## config.mk

```make
export PLATFORM = sky130hd
export DESIGN_NAME = safe_cmd_fsm
export DESIGN_NICKNAME = d
export VERILOG_FILES = /design/src/rtl/safe_cmd_fsm_pkg.sv /design/src/rtl/safe_cmd_tmr.sv /design/src/rtl/safe_cmd_fsm.sv
export SDC_FILE = /design/constraint.sdc
export NUM_CORES = 1
export LEC_CHECK = 0
export ABC_AREA = 1
export BUFFER_PORTS_ARGS = -buffer_cell sky130_fd_sc_hd__buf_2
export CORE_MARGIN = 3
export CORE_UTILIZATION = 57
export DETAILED_ROUTE_END_ITERATION = 10
export GPL_TIMING_DRIVEN = 0
export PLACE_DENSITY = 0.93
export SYNTH_ARGS = -nofsm -noshare
export SYNTH_HDL_FRONTEND = slang
export SYNTH_SLANG_ARGS = --single-unit
```

## constraint.sdc

```tcl
create_clock -name clk -period 4.5 [get_ports clk]
set_clock_uncertainty 0.2 [all_clocks]
set_input_delay 0.225 -clock clk [delete_from_list [all_inputs] [get_ports clk]]
set_output_delay 0.225 -clock clk [all_outputs]
set_load 0.005 [all_outputs]
```

## src/rtl/safe_cmd_fsm_pkg.sv

```systemverilog
// Shared encodings for the safety command FSM: state codes, command codes
// and a helper that tells whether a state accepts commands.
package safe_cmd_fsm_pkg;

  typedef enum logic [2:0] {
    ST_IDLE = 3'b000,
    ST_ARM  = 3'b011,
    ST_RUN  = 3'b101,
    ST_HOLD = 3'b110,
    ST_SAFE = 3'b111
  } state_e;

  typedef enum logic [2:0] {
    CMD_NOP    = 3'd0,
    CMD_ARM    = 3'd1,
    CMD_START  = 3'd2,
    CMD_PAUSE  = 3'd3,
    CMD_RESUME = 3'd4,
    CMD_STOP   = 3'd5,
    CMD_CLEAR  = 3'd6
  } cmd_e;

  localparam logic [2:0] ERR_SAT = 3'd7;

  // Operational states count undefined commands; SAFE and illegal codes do not.
  function automatic logic is_op_state(input logic [2:0] s);
    logic r;
    case (s)
      ST_IDLE, ST_ARM, ST_RUN, ST_HOLD: r = 1'b1;
      default:                          r = 1'b0;
    endcase
    return r;
  endfunction

endpackage

```

## src/rtl/safe_cmd_tmr.sv

```systemverilog
// RUN-phase timer: clear has priority over enable, otherwise holds.
// Expiry flags the last allowed RUN cycle (count == TMO_MAX-1).
module safe_cmd_tmr #(
  parameter int TMO_W   = 4,
  parameter int TMO_MAX = 10
) (
  input  logic             clk,
  input  logic             rst_n,
  input  logic             i_clr,
  input  logic             i_en,
  output logic [TMO_W-1:0] o_cnt,
  output logic             o_exp
);

  localparam logic [TMO_W-1:0] EXP_VAL = TMO_W'(TMO_MAX - 1);

  logic [TMO_W-1:0] r_cnt;

  // Counter register
  always_ff @(posedge clk or negedge rst_n) begin
    if (!rst_n) begin
      r_cnt <= '0;
    end else if (i_clr) begin
      r_cnt <= '0;
    end else if (i_en) begin
      r_cnt <= r_cnt + TMO_W'(1);
    end else begin
      r_cnt <= r_cnt;
    end
  end

  assign o_cnt = r_cnt;
  assign o_exp = (r_cnt == EXP_VAL);

endmodule

```

## src/rtl/safe_cmd_fsm.sv

```systemverilog
// Safety command sequencer: IDLE/ARM/RUN/HOLD/SAFE with a RUN timeout,
// illegal-command counting and recovery of corrupted state encodings.
module safe_cmd_fsm
  import safe_cmd_fsm_pkg::*;
#(
  parameter int CMD_W     = 3,
  parameter int TMO_W     = 4,
  parameter int TMO_MAX   = 10,
  parameter int ERR_LIMIT = 3
) (
  input  logic             clk,
  input  logic             rst_n,
  input  logic             cmd_valid,
  input  logic [CMD_W-1:0] cmd,
  output logic [2:0]       state_o,
  output logic             active,
  output logic             illegal_cmd,
  output logic             timeout,
  output logic             fault,
  output logic [2:0]       err_cnt
);

  localparam logic [CMD_W-1:0] UNDEF_MIN = CMD_W'(7);
  localparam logic [2:0]       ERR_LIM   = 3'(ERR_LIMIT);

  logic [2:0]       r_state;
  logic             r_active;
  logic             r_ill;
  logic             r_to;
  logic             r_fault;
  logic [2:0]       r_err;

  logic [2:0]       w_next;
  logic             w_ill;
  logic             w_to;
  logic             w_fault_next;
  logic [2:0]       w_err_next;
  logic [2:0]       w_err_inc;
  logic             w_lim;
  logic             w_undef;
  logic             w_cmd_ok;
  cmd_e             w_code;
  logic             w_tmr_clr;
  logic             w_tmr_en;
  logic             w_tmr_exp;
  logic [TMO_W-1:0] w_tmr_cnt;

  assign w_undef  = cmd_valid && (cmd >= UNDEF_MIN);
  assign w_cmd_ok = cmd_valid && !w_undef;
  assign w_code   = cmd_e'(cmd[2:0]);

  safe_cmd_tmr #(
    .TMO_W   (TMO_W),
    .TMO_MAX (TMO_MAX)
  ) u_tmr (
    .clk   (clk),
    .rst_n (rst_n),
    .i_clr (w_tmr_clr),
    .i_en  (w_tmr_en),
    .o_cnt (w_tmr_cnt),
    .o_exp (w_tmr_exp)
  );

  // Next-state, flag and counter decisions in priority order
  always_comb begin
    w_next       = r_state;
    w_ill        = 1'b0;
    w_to         = 1'b0;
    w_fault_next = r_fault;
    w_err_next   = r_err;
    w_tmr_clr    = 1'b0;
    w_tmr_en     = (r_state == ST_RUN);
    w_lim        = 1'b0;
    w_err_inc    = (r_err == ERR_SAT) ? ERR_SAT : (r_err + 3'd1);

    if (w_undef && is_op_state(r_state)) begin
      w_ill      = 1'b1;
      w_err_next = w_err_inc;
      w_lim      = (w_err_inc >= ERR_LIM);
    end else begin
      w_lim      = 1'b0;
    end

    if (w_lim) begin
      w_next       = ST_SAFE;
      w_fault_next = 1'b1;
    end else begin
      case (r_state)
        ST_IDLE: begin
          if (w_cmd_ok && (w_code == CMD_ARM)) w_next = ST_ARM;
          else                                 w_next = ST_IDLE;
        end
        ST_ARM: begin
          if (w_cmd_ok && (w_code == CMD_START)) begin
            w_next    = ST_RUN;
            w_tmr_clr = 1'b1;
          end else if (w_cmd_ok && (w_code == CMD_STOP)) begin
            w_next = ST_IDLE;
          end else begin
            w_next = ST_ARM;
          end
        end
        ST_RUN: begin
          // An applicable command on the expiry cycle wins over the timeout
          if (w_cmd_ok && (w_code == CMD_PAUSE)) begin
            w_next = ST_HOLD;
          end else if (w_cmd_ok && (w_code == CMD_STOP)) begin
            w_next = ST_IDLE;
          end else if (w_tmr_exp) begin
            w_next = ST_IDLE;
            w_to   = 1'b1;
          end else begin
            w_next = ST_RUN;
          end
        end
        ST_HOLD: begin
          if (w_cmd_ok && (w_code == CMD_RESUME))    w_next = ST_RUN;
          else if (w_cmd_ok && (w_code == CMD_STOP)) w_next = ST_IDLE;
          else                                       w_next = ST_HOLD;
        end
        ST_SAFE: begin
          if (w_cmd_ok && (w_code == CMD_CLEAR)) begin
            w_next       = ST_IDLE;
            w_fault_next = 1'b0;
            w_err_next   = 3'd0;
          end else begin
            w_next = ST_SAFE;
          end
        end
        default: begin
          w_next       = ST_SAFE;
          w_fault_next = 1'b1;
        end
      endcase
    end
  end

  // State and output registers
  always_ff @(posedge clk or negedge rst_n) begin
    if (!rst_n) begin
      r_state  <= ST_IDLE;
      r_active <= 1'b0;
      r_ill    <= 1'b0;
      r_to     <= 1'b0;
      r_fault  <= 1'b0;
      r_err    <= 3'd0;
    end else begin
      r_state  <= w_next;
      r_active <= (w_next == ST_RUN);
      r_ill    <= w_ill;
      r_to     <= w_to;
      r_fault  <= w_fault_next;
      r_err    <= w_err_next;
    end
  end

  assign state_o     = r_state;
  assign active      = r_active;
  assign illegal_cmd = r_ill;
  assign timeout     = r_to;
  assign fault       = r_fault;
  assign err_cnt     = r_err;

endmodule

```

# Word level (Yosys, flattened, before mapping)
# Cells that the tools add are included.
[op_classes]
n_addsub = 2
order_cmp = 2
n_eq_ne = 15
n_mux = 32
reduce_logical = 14
[ops]
columns = ["operator", "n"]
rows = [
  ["3-bit 2-to-1 mux", 13],
  ["3-bit equality test (second input constant)", 8],
  ["3-bit case mux with 5 select lines", 1],
  ["1-bit 2-to-1 mux", 13],
  ["3-bit by 2-bit equality test with 1-bit output (second input constant)", 3],
  ["1-bit logical AND", 9],
  ["4-bit 2-to-1 mux", 2],
  ["4-bit by 1-bit adder with 4-bit output (second input constant)", 1],
  ["4-bit equality test (second input constant)", 1],
  ["2-bit 2-to-1 mux", 2],
  ["4-bit OR reduction", 1],
  ["3-bit by 1-bit adder with 3-bit output (second input constant)", 1],
  ["3-bit by 1-bit equality test with 1-bit output (second input constant)", 1],
  ["3-bit by 2-bit >= comparator with 1-bit output (second input constant)", 1],
  ["3-bit >= comparator (second input constant)", 1],
  ["3-bit zero test", 1],
  ["3-bit != test (second input constant)", 1],
  ["2-bit by 1-bit != test with 1-bit output (second input constant)", 1],
  ["1-bit case mux with 2 select lines", 1],
  ["2-bit AND reduction", 1],
  ["2-bit nonzero test", 1],
  ["1-bit zero test", 1],
]
[word_totals]
regBits = 14
input_bits = 6
output_inout_bits = 10
elab_cells = 72

# Depth between registers and ports, before layout
# Gate-level depths: netlist (run 1).
[depth]
word_depth = 10
mapped_depth = 9
mapped_depth_nobuf = 9

# By module
# Synthesis (run 1) repeated with hierarchy kept, for this count alone.
[unflattened]
cells_unflattened = 120
area_unflattened_um2 = 853.3
[by_module_without_submodules]
columns = ["mod", "instances", "cells_each", "area_per_inst_um2", "seq_area_each_um2"]
rows = [
  ["safe_cmd_fsm", 1, 93, 628.1, 250.2],
  ["safe_cmd_tmr", 1, 27, 225.2, 100.1],
]

# Worst setup path before layout (run 1)
# OpenSTA, ideal clock, no wires.
[synth_timing]
path_type = "register to register"
from = "register r_state[0] (netlist: state_o[0])"
to = "register r_active (netlist: active)"
setup_time_ns = 0.069
arrival_ns = 1.556
t_required_ns = 4.231
slack_ns = 2.675
path_stages_with_launch = 8
path_buffers = 0
synth_period_minus_slack_ns = 1.825
path_cell_list = "dfrtp_1 -> fa_1 -> inv_1 -> nand3_1 -> nand2_1 -> nor2_1 -> nand2_1 -> nor2_2"
[synth_via]
elab_chain_cells = 7
elab_cells_between_ends = 12
classes_between = "eq/ne: 5; mux: 4; reduce/logical: 3"
[synth_rtl]
columns = ["item", "line", "source"]
rows = [
  ["from (decl)", "safe_cmd_fsm.sv:26", "logic [2:0] r_state;"],
  ["from (signal assigned)", "safe_cmd_fsm.sv:148", "r_state <= w_next;"],
  ["3-bit equality test (tied with other cells)", "safe_cmd_fsm_pkg.sv:28, safe_cmd_fsm.sv:88", ""],
  ["4-bit OR reduction (no line)", "--", ""],
  ["1-bit 2-to-1 mux", "safe_cmd_fsm_pkg.sv:28", "case (s)"],
  ["1-bit logical AND", "safe_cmd_fsm.sv:76", "if (w_undef && is_op_state(r_state)) begin"],
  ["1-bit 2-to-1 mux", "safe_cmd_fsm.sv:76", ""],
  ["3-bit 2-to-1 mux *", "safe_cmd_fsm.sv:84", "if (w_lim) begin"],
  ["net w_next[1]", "safe_cmd_fsm.sv:33", "logic [2:0] w_next;"],
  ["3-bit equality test *", "safe_cmd_fsm.sv:149", "r_active <= (w_next == ST_RUN);"],
  ["to (signal assigned)", "safe_cmd_fsm.sv:149", ""],
  ["to (decl)", "safe_cmd_fsm.sv:27", "logic r_active;"],
]
# Mark *: on every way through the listed nets, which the timed path passes. The rest lies on a longest branch.
# A chain may end at the register's enable or synchronous reset.

# Worst setup path in the final report (run 1)
# Ends and elaborated chain as after synthesis.

==> run_results.csv, run 1 <==
group,metric,value,unit
yosys,yosys_register_bits,14,
detailed_routing,drc,0,
worst_setup_path,cpPeakStageDelay,0.66,ns
clock_tree,clk_pin_slew,0.09,ns
detailed_routing,ant_nets,0,
finish,antennaDiodeCount,0,
finish,layout_commonest_cell,"nor2_1",
placed_design,portBuffers,15,
clock_tree,cts_max_path_buffers,2,
power_and_ir_drop,sw_frac_of_total,45.5,%
floorplan,die_w,44.9,um
worst_setup_path,path_cells,"fa_1 > inv_1 > nand3_1 > nand2_1 > nor2_1 > nand2_1 > nor2_2",
yosys,synth_fp_nets,123,
timing,finalSetupTns,0,ns
worst_setup_path,crit_top_cell,"nand2_1",
power_and_ir_drop,p_int,0.369,mW
yosys,synth_warnings,0,
grt,grtUsageTotal,21.6,%
worst_setup_path,path_buf_inv,1,
placed_design,post-place-ws,2.49,ns
clock_tree,clock-sinks,14,
timing,worst_pin_slew,0.312,ns
grt,grt_max_degree,15,
grt,antenna_found_initial,0,
worst_setup_path,worst-setup-path-type,"reg -> reg",
clock_tree,cts_max_level,1,
floorplan,dieArea,2020,um2
timing,fin_crit,2.07,ns
yosys,avgSynthCellArea,7.63,um2
detailed_routing,initialDrtViolationCount,34,
timing,hold_slack,0.0732,ns
timing,finalCritPeriodShare,46.0,%
timing,layout_setup_ws,2.43,ns
clock_tree,cts_inserted_buffers,3,
finish,drive_gt1_share,24.1,%
timing,fmax,483,MHz
grt,grt_pass1_wl,3130,um
yosys,synthCells,113,
detailed_routing,via_per_inst,5.34,
timing,setup_viol,0,
timing,rsz0062_at_grt,"no",
finish,finalInstanceArea,1000,um2
detailed_routing,wl_per_cell,12.0,um
floorplan,core-area,1370,um2
yosys,syn_area,862,um2
worst_setup_path,critPathArrivalTime,2.08,ns
power_and_ir_drop,power_density,675,nW/um2
power_and_ir_drop,p_sw,0.308,mW
floorplan,die_h,44.9,um
worst_setup_path,slowest_stage,"fa_1",
finish,synthToLayoutAreaGrowth,16.3,%
run_status,status,"completed",
timing,hold_violations,0,
floorplan,initial_core_util,63.1,%
detailed_routing,num_vias,791,
timing,slew_headroom,79.2,%
yosys,synth_cell_types,24,
worst_setup_path,cp_top_family,"adder cells",
power_and_ir_drop,ir_drop,0.362,mV
grt,grt-ovfl-total,0,
power_and_ir_drop,clock_power_share,13.5,%
timing,slew_violations,0,
clock_tree,cts_tree,"built",
grt,grt_pass1_vias,767,
placed_design,dp_hpwl,1410,um
detailed_routing,drt_wl_total,1770,um
finish,final_util,73.4,%
run,maxCapViolCount,0,
detailed_routing,dr.pass1.iters,4,
clock_tree,clkLatencyLatePin,0.29,ns
clock_tree,cts_resized,0,
placed_design,gp_congestion,0.917,
floorplan,io_pins,16,
worst_setup_path,critPathRequiredTime,4.51,ns
power_and_ir_drop,sequentialPowerShare,35.9,%
worst_setup_path,critPathLaunchType,"flip-flop",
min_path,min_path_type,"in -> reg",
worst_setup_path,end_kind,"flip-flop",
finish,layout_common_cells,"nor2_1, nand2_1, buf_2, dfrtp_1, inv_1",
placed_design,placed_area,956,um2
power_and_ir_drop,p_leak,0.527,nW
clock_tree,cts_root_buf,"clkbuf_4",
power_and_ir_drop,comb_power_share,50.6,%
worst_setup_path,crit_path_max_fanout,7,
yosys,synth_seq_area_share,40.6,%
floorplan,rows,13,
finish,nets,144,
[through the flow]
stage,std cells,power [mW]
after floorplan,113,0.483
after global placement,143,0.558
after detailed placement,143,0.584
after CTS,148,0.679
after global routing,148,0.746
final,148,0.676
[timing repair]
action / in CTS / in global routing
hold endpoints to repair: 14 / 0
hold buffers: 1 / 0
setup buffers: 0 / 0
[flip-flops by register name, summed over array words and instances, names as in the netlist]
register,count
fault,1
u_tmr.o_cnt,4
state_o,3
illegal_cmd,1
timeout,1
err_cnt,3
active,1
[routing by layer]
metal / up-vias / GRT usage [%] / part of all wire (%)
met4: 0 / 8.77 / 1.9
met2: 36 / 33.8 / 44
met1: 350 / 29.0 / 47
met3: 4 / 4.78 / 7.2
met5: - / 0 / 0
li1: 401 / - / -
[kinds of logic after synthesis]
group	share of synthesized area (%)
AOI/OAI and AO/OA	7.69
xor gates and xnor gates	2.03
adders and majority gates	6.68
buffers and inverters	6.53
DFF	40.6
and+or+nand+nor	36.4
[worst register-to-register path: cells and delay by family (launching register included)]
| family | cells | cell delay [ns] |
|---|---|---|
| flops | 1 | 0.48 |
| fa+ha+maj | 1 | 0.66 |
| simple gates | 5 | 0.59 |
| buf+inv | 1 | 0.10 |
[area by class of cell]
class | count | area (um2)
Multi-Input combinational cell | 84 | 455
Timing Repair Buffer | 16 | 85.1
Sequential cell | 14 | 350
Inverter | 15 | 56.3
Clock buffer | 4 | 36.3
Fill cell | 108 | 364
Tap cell | 15 | 18.8
[cells in the mapped netlist]
library cell	count	share of area [%]
dfrtp_1	14	41
or2_0	1	0.73
a21oi_1	4	2.3
nor3_1	1	0.58
a211oi_1	2	1.7
xnor2_1	2	2.0
ha_1	3	4.4
a21oi_2	1	1.0
nor2_1	25	11
nand2_1	21	9.1
o21ai_0	2	1.2
inv_1	13	5.7
nand2_2	5	3.6
nor3b_1	1	0.87
nor2_2	2	1.5
nand3_1	5	2.9
inv_2	2	0.87
nand4_1	3	2.2
fa_1	1	2.3
o21ai_1	1	0.58
nor3_4	1	1.9
nor2_4	1	1.3
o211ai_1	1	0.87
and2_2	1	0.87
[path summary, 6_finish.rpt]
| check | startpoint | cells after the start | to | slack [ns] |
|---|---|---|---|---|
| worst min register to register | fault | 2 | fault | 0.34 |
| worst max register to register | state_o[0] | 7 | active | 2.43 |
| worst min-delay path | cmd_valid | 3 | illegal_cmd | 0.07 |
| worst max-delay path | state_o[0] | 7 | active | 2.43 |
| max in group asynchronous | rst_n | 2 | u_tmr.o_cnt[1] | 3.71 |
| min in group asynchronous | rst_n | 2 | err_cnt[0] | 0.15 |
[power by group through the flow]
stage	registers, mW	logic [mW]	clock network (mW)
after floorplan	0.238	0.245	0
after global placement	0.239	0.319	0
after detailed placement	0.245	0.339	0
after CTS	0.243	0.343	0.0928
after global routing	0.253	0.393	0.0995
final	0.243	0.342	0.0916
Power figures use the tool's default switching activity.
==> run 2, diff against run 1 <==
--- a/config.mk
+++ b/config.mk
@@ -8,10 +8,10 @@
 export ABC_AREA = 1
 export BUFFER_PORTS_ARGS = -buffer_cell sky130_fd_sc_hd__buf_2
 export CORE_MARGIN = 3
-export CORE_UTILIZATION = 57
+export CORE_UTILIZATION = 53
 export DETAILED_ROUTE_END_ITERATION = 10
 export GPL_TIMING_DRIVEN = 0
-export PLACE_DENSITY = 0.93
+export PLACE_DENSITY = 0.88
 export SYNTH_ARGS = -nofsm -noshare
 export SYNTH_HDL_FRONTEND = slang
 export SYNTH_SLANG_ARGS = --single-unit
==> constraint.sdc (replaced) <==
create_clock -name clk -period 2.1 [get_ports clk]
set_clock_uncertainty 0.2 [all_clocks]
set_input_delay 0.105 -clock clk [delete_from_list [all_inputs] [get_ports clk]]
set_output_delay 0.105 -clock clk [all_outputs]
set_load 0.005 [all_outputs]
==> run_results.csv, run 2 (synthesis results as in run 1) <==
group,metric,value,unit
floorplan,rows,13,
min_path,min_path_type,"in -> reg",
timing,slew_headroom,78.2,%
timing,setup_viol,0,
detailed_routing,drc,0,
placed_design,gp_congestion,0.868,
placed_design,dp_hpwl,1390,um
finish,regArea,353,um2
detailed_routing,dr.pass1.iters,5,
placed_design,portBuffers,15,
floorplan,core-area,1420,um2
grt,grt_pass1_vias,708,
run_status,status,"completed",
power_and_ir_drop,ir_drop,0.790,mV
worst_setup_path,r2r-start,"state_o[0]",
power_and_ir_drop,p_sw,0.663,mW
finish,nets,147,
placed_design,post-place-ws,0.126,ns
worst_setup_path,critPathArrivalTime,2.01,ns
floorplan,die_h,46.3,um
worst_setup_path,rrSetupSlack,0.1,ns
clock_tree,cts_max_path_buffers,2,
floorplan,die_w,46.3,um
grt,antenna_found_initial,0,
finish,synthToLayoutAreaGrowth,20.9,%
finish,drive_gt1_share,26.5,%
finish,largest_reg_flops,4,
worst_setup_path,worst-setup-path-type,"reg -> reg",
power_and_ir_drop,p_leak,0.537,nW
clock_tree,clock-sinks,14,
finish,fill_cells,118,
grt,busiest_layer,"met2",
timing,rsz0062_at_grt,"no",
timing,layout_setup_ws,0.0988,ns
timing,fmax,500,MHz
min_path,whs_endpoint,"illegal_cmd",
grt,grt_use_met2,33.5,%
finish,layout_commonest_cell,"nor2_1",
worst_setup_path,critPathRequiredTime,2.11,ns
power_and_ir_drop,power_density,1410,nW/um2
floorplan,io_pins,16,
worst_setup_path,worst_r2r_endpoint,"active",
timing,worst_pin_slew,0.327,ns
timing,hold_violations,0,
power_and_ir_drop,sw_frac_of_total,45.2,%
worst_setup_path,reg2reg_depth,7,
grt,grt-ovfl-total,0,
power_and_ir_drop,comb_power_share,51.0,%
clock_tree,cts_max_level,1,
detailed_routing,initialDrtViolationCount,18,
clock_tree,cts_inserted_buffers,3,
timing,finalCritPeriodShare,95.3,%
grt,grtUsageTotal,21.8,%
min_path,whs_path_depth,3,
timing,slew_violations,0,
grt,use_met1,28.9,%
floorplan,dieArea,2150,um2
timing,fin_crit,2.00,ns
worst_setup_path,end_kind,"flip-flop",
worst_setup_path,critPathLaunchType,"flip-flop",
power_and_ir_drop,sequentialPowerShare,35.7,%
clock_tree,clkLatencyLatePin,0.29,ns
detailed_routing,num_vias,793,
grt,grt_max_degree,15,
finish,layout_common_cells,"nor2_1, nand2_1, buf_2, inv_1, dfrtp_1",
finish,multiInputGateArea,463,um2
grt,grt_pass1_wl,3220,um
run,maxCapViolCount,0,
clock_tree,postCtsSetupRepairBufs,0,
clock_tree,cts_tree,"built",
detailed_routing,ant_nets,0,
clock_tree,clk_pin_slew,0.09,ns
detailed_routing,via_per_inst,5.25,
detailed_routing,drt_wl_total,1840,um
power_and_ir_drop,p_int,0.806,mW
detailed_routing,wl_per_cell,12.2,um
grt,grtUsageMet3,5.86,%
power_and_ir_drop,clock_power_share,13.2,%
floorplan,initial_core_util,60.9,%
finish,antennaDiodeCount,0,
worst_setup_path,crit_path_max_fanout,7,
clock_tree,cts_root_buf,"clkbuf_4",
timing,finalSetupTns,0,ns
min_path,hold_start,"cmd[2]",
run 2: cell count changes in the layout (fill, tap and decap cells not counted):
cell / before / now
a211oi_1: 2 / 1
a211oi_2: 0 / 1
dfrtp_1: 14 / 12
dfrtp_2: 0 / 2
dlygate4sd3_1: 1 / 4
fa_1: 1 / 0
fa_2: 0 / 1
run 2: how the worst max path moves through the flow:
stage,startpoint,slack (ns),endpoint,depth (start not counted)
final,state_o[0],0.1,active,7
after floorplan,state_o[0],0.28,active,7
after global placement,state_o[0],0.14,active,7
after CTS,state_o[0],0.08,active,7
after global routing,state_o[0],0.03,active,7
after detailed placement,state_o[1],0.13,active,7
run 2: what timing repair did:
item / CTS / global route
hold endpoints to repair: 15 / 0
endpoints found under the setup margin: 0 / 3
hold buffers: 5 / 0
gates resized for setup: 0 / 4
run 2: final cells by class:
class | count | share of cell area, %
Timing Repair Buffer | 19 | 11.0
Multi-Input combinational cell | 84 | 44.4
Tap cell | 15 | 1.80
Sequential cell | 14 | 33.9
Inverter | 15 | 5.40
Clock buffer | 4 | 3.48
run 2: critical path, stage by stage, from the launching register on:
cell and delay (ns):
dfrtp_2 0.47, fa_2 0.63, inv_1 0.08, nand3_1 0.14, nand2_1 0.09, nor2_1 0.12, nand2_1 0.10, nor2_2 0.09
run 2: through the flow:
step / area [um2] / cells / total power [mW] / hold WS [ns] / utilization [%]
after CTS: 1040 / 152 / 1.45 / 0.0393 / 73.7
after detailed placement: 956 / 143 / 1.24 / -0.183 / 67.6
final: 1040 / 151 / 1.47 / 0.00867 / 73.7
after global routing: 1040 / 151 / 1.62 / 0.0368 / 73.7
after floorplan: 862 / 113 / 1.04 / -0.391 / -
after global placement: 956 / 143 / 1.20 / -0.190 / 67.6
run 2: metal layers:
metal | wire length, um | up-vias
met4 | 27 | 0
li1 | - | 401
met1 | 881 | 358
met2 | 835 | 32
met3 | 100 | 2
met5 | 0 | -
run 2: power groups by stage:
stage               clock [mW]  combinational, mW  sequential [mW]
finish                   0.195              0.749            0.525
detailed placement           0              0.719            0.523
global placement             0              0.690            0.514
global route             0.214              0.850            0.554
CTS                      0.200              0.728            0.519
floorplan                    0              0.525            0.510
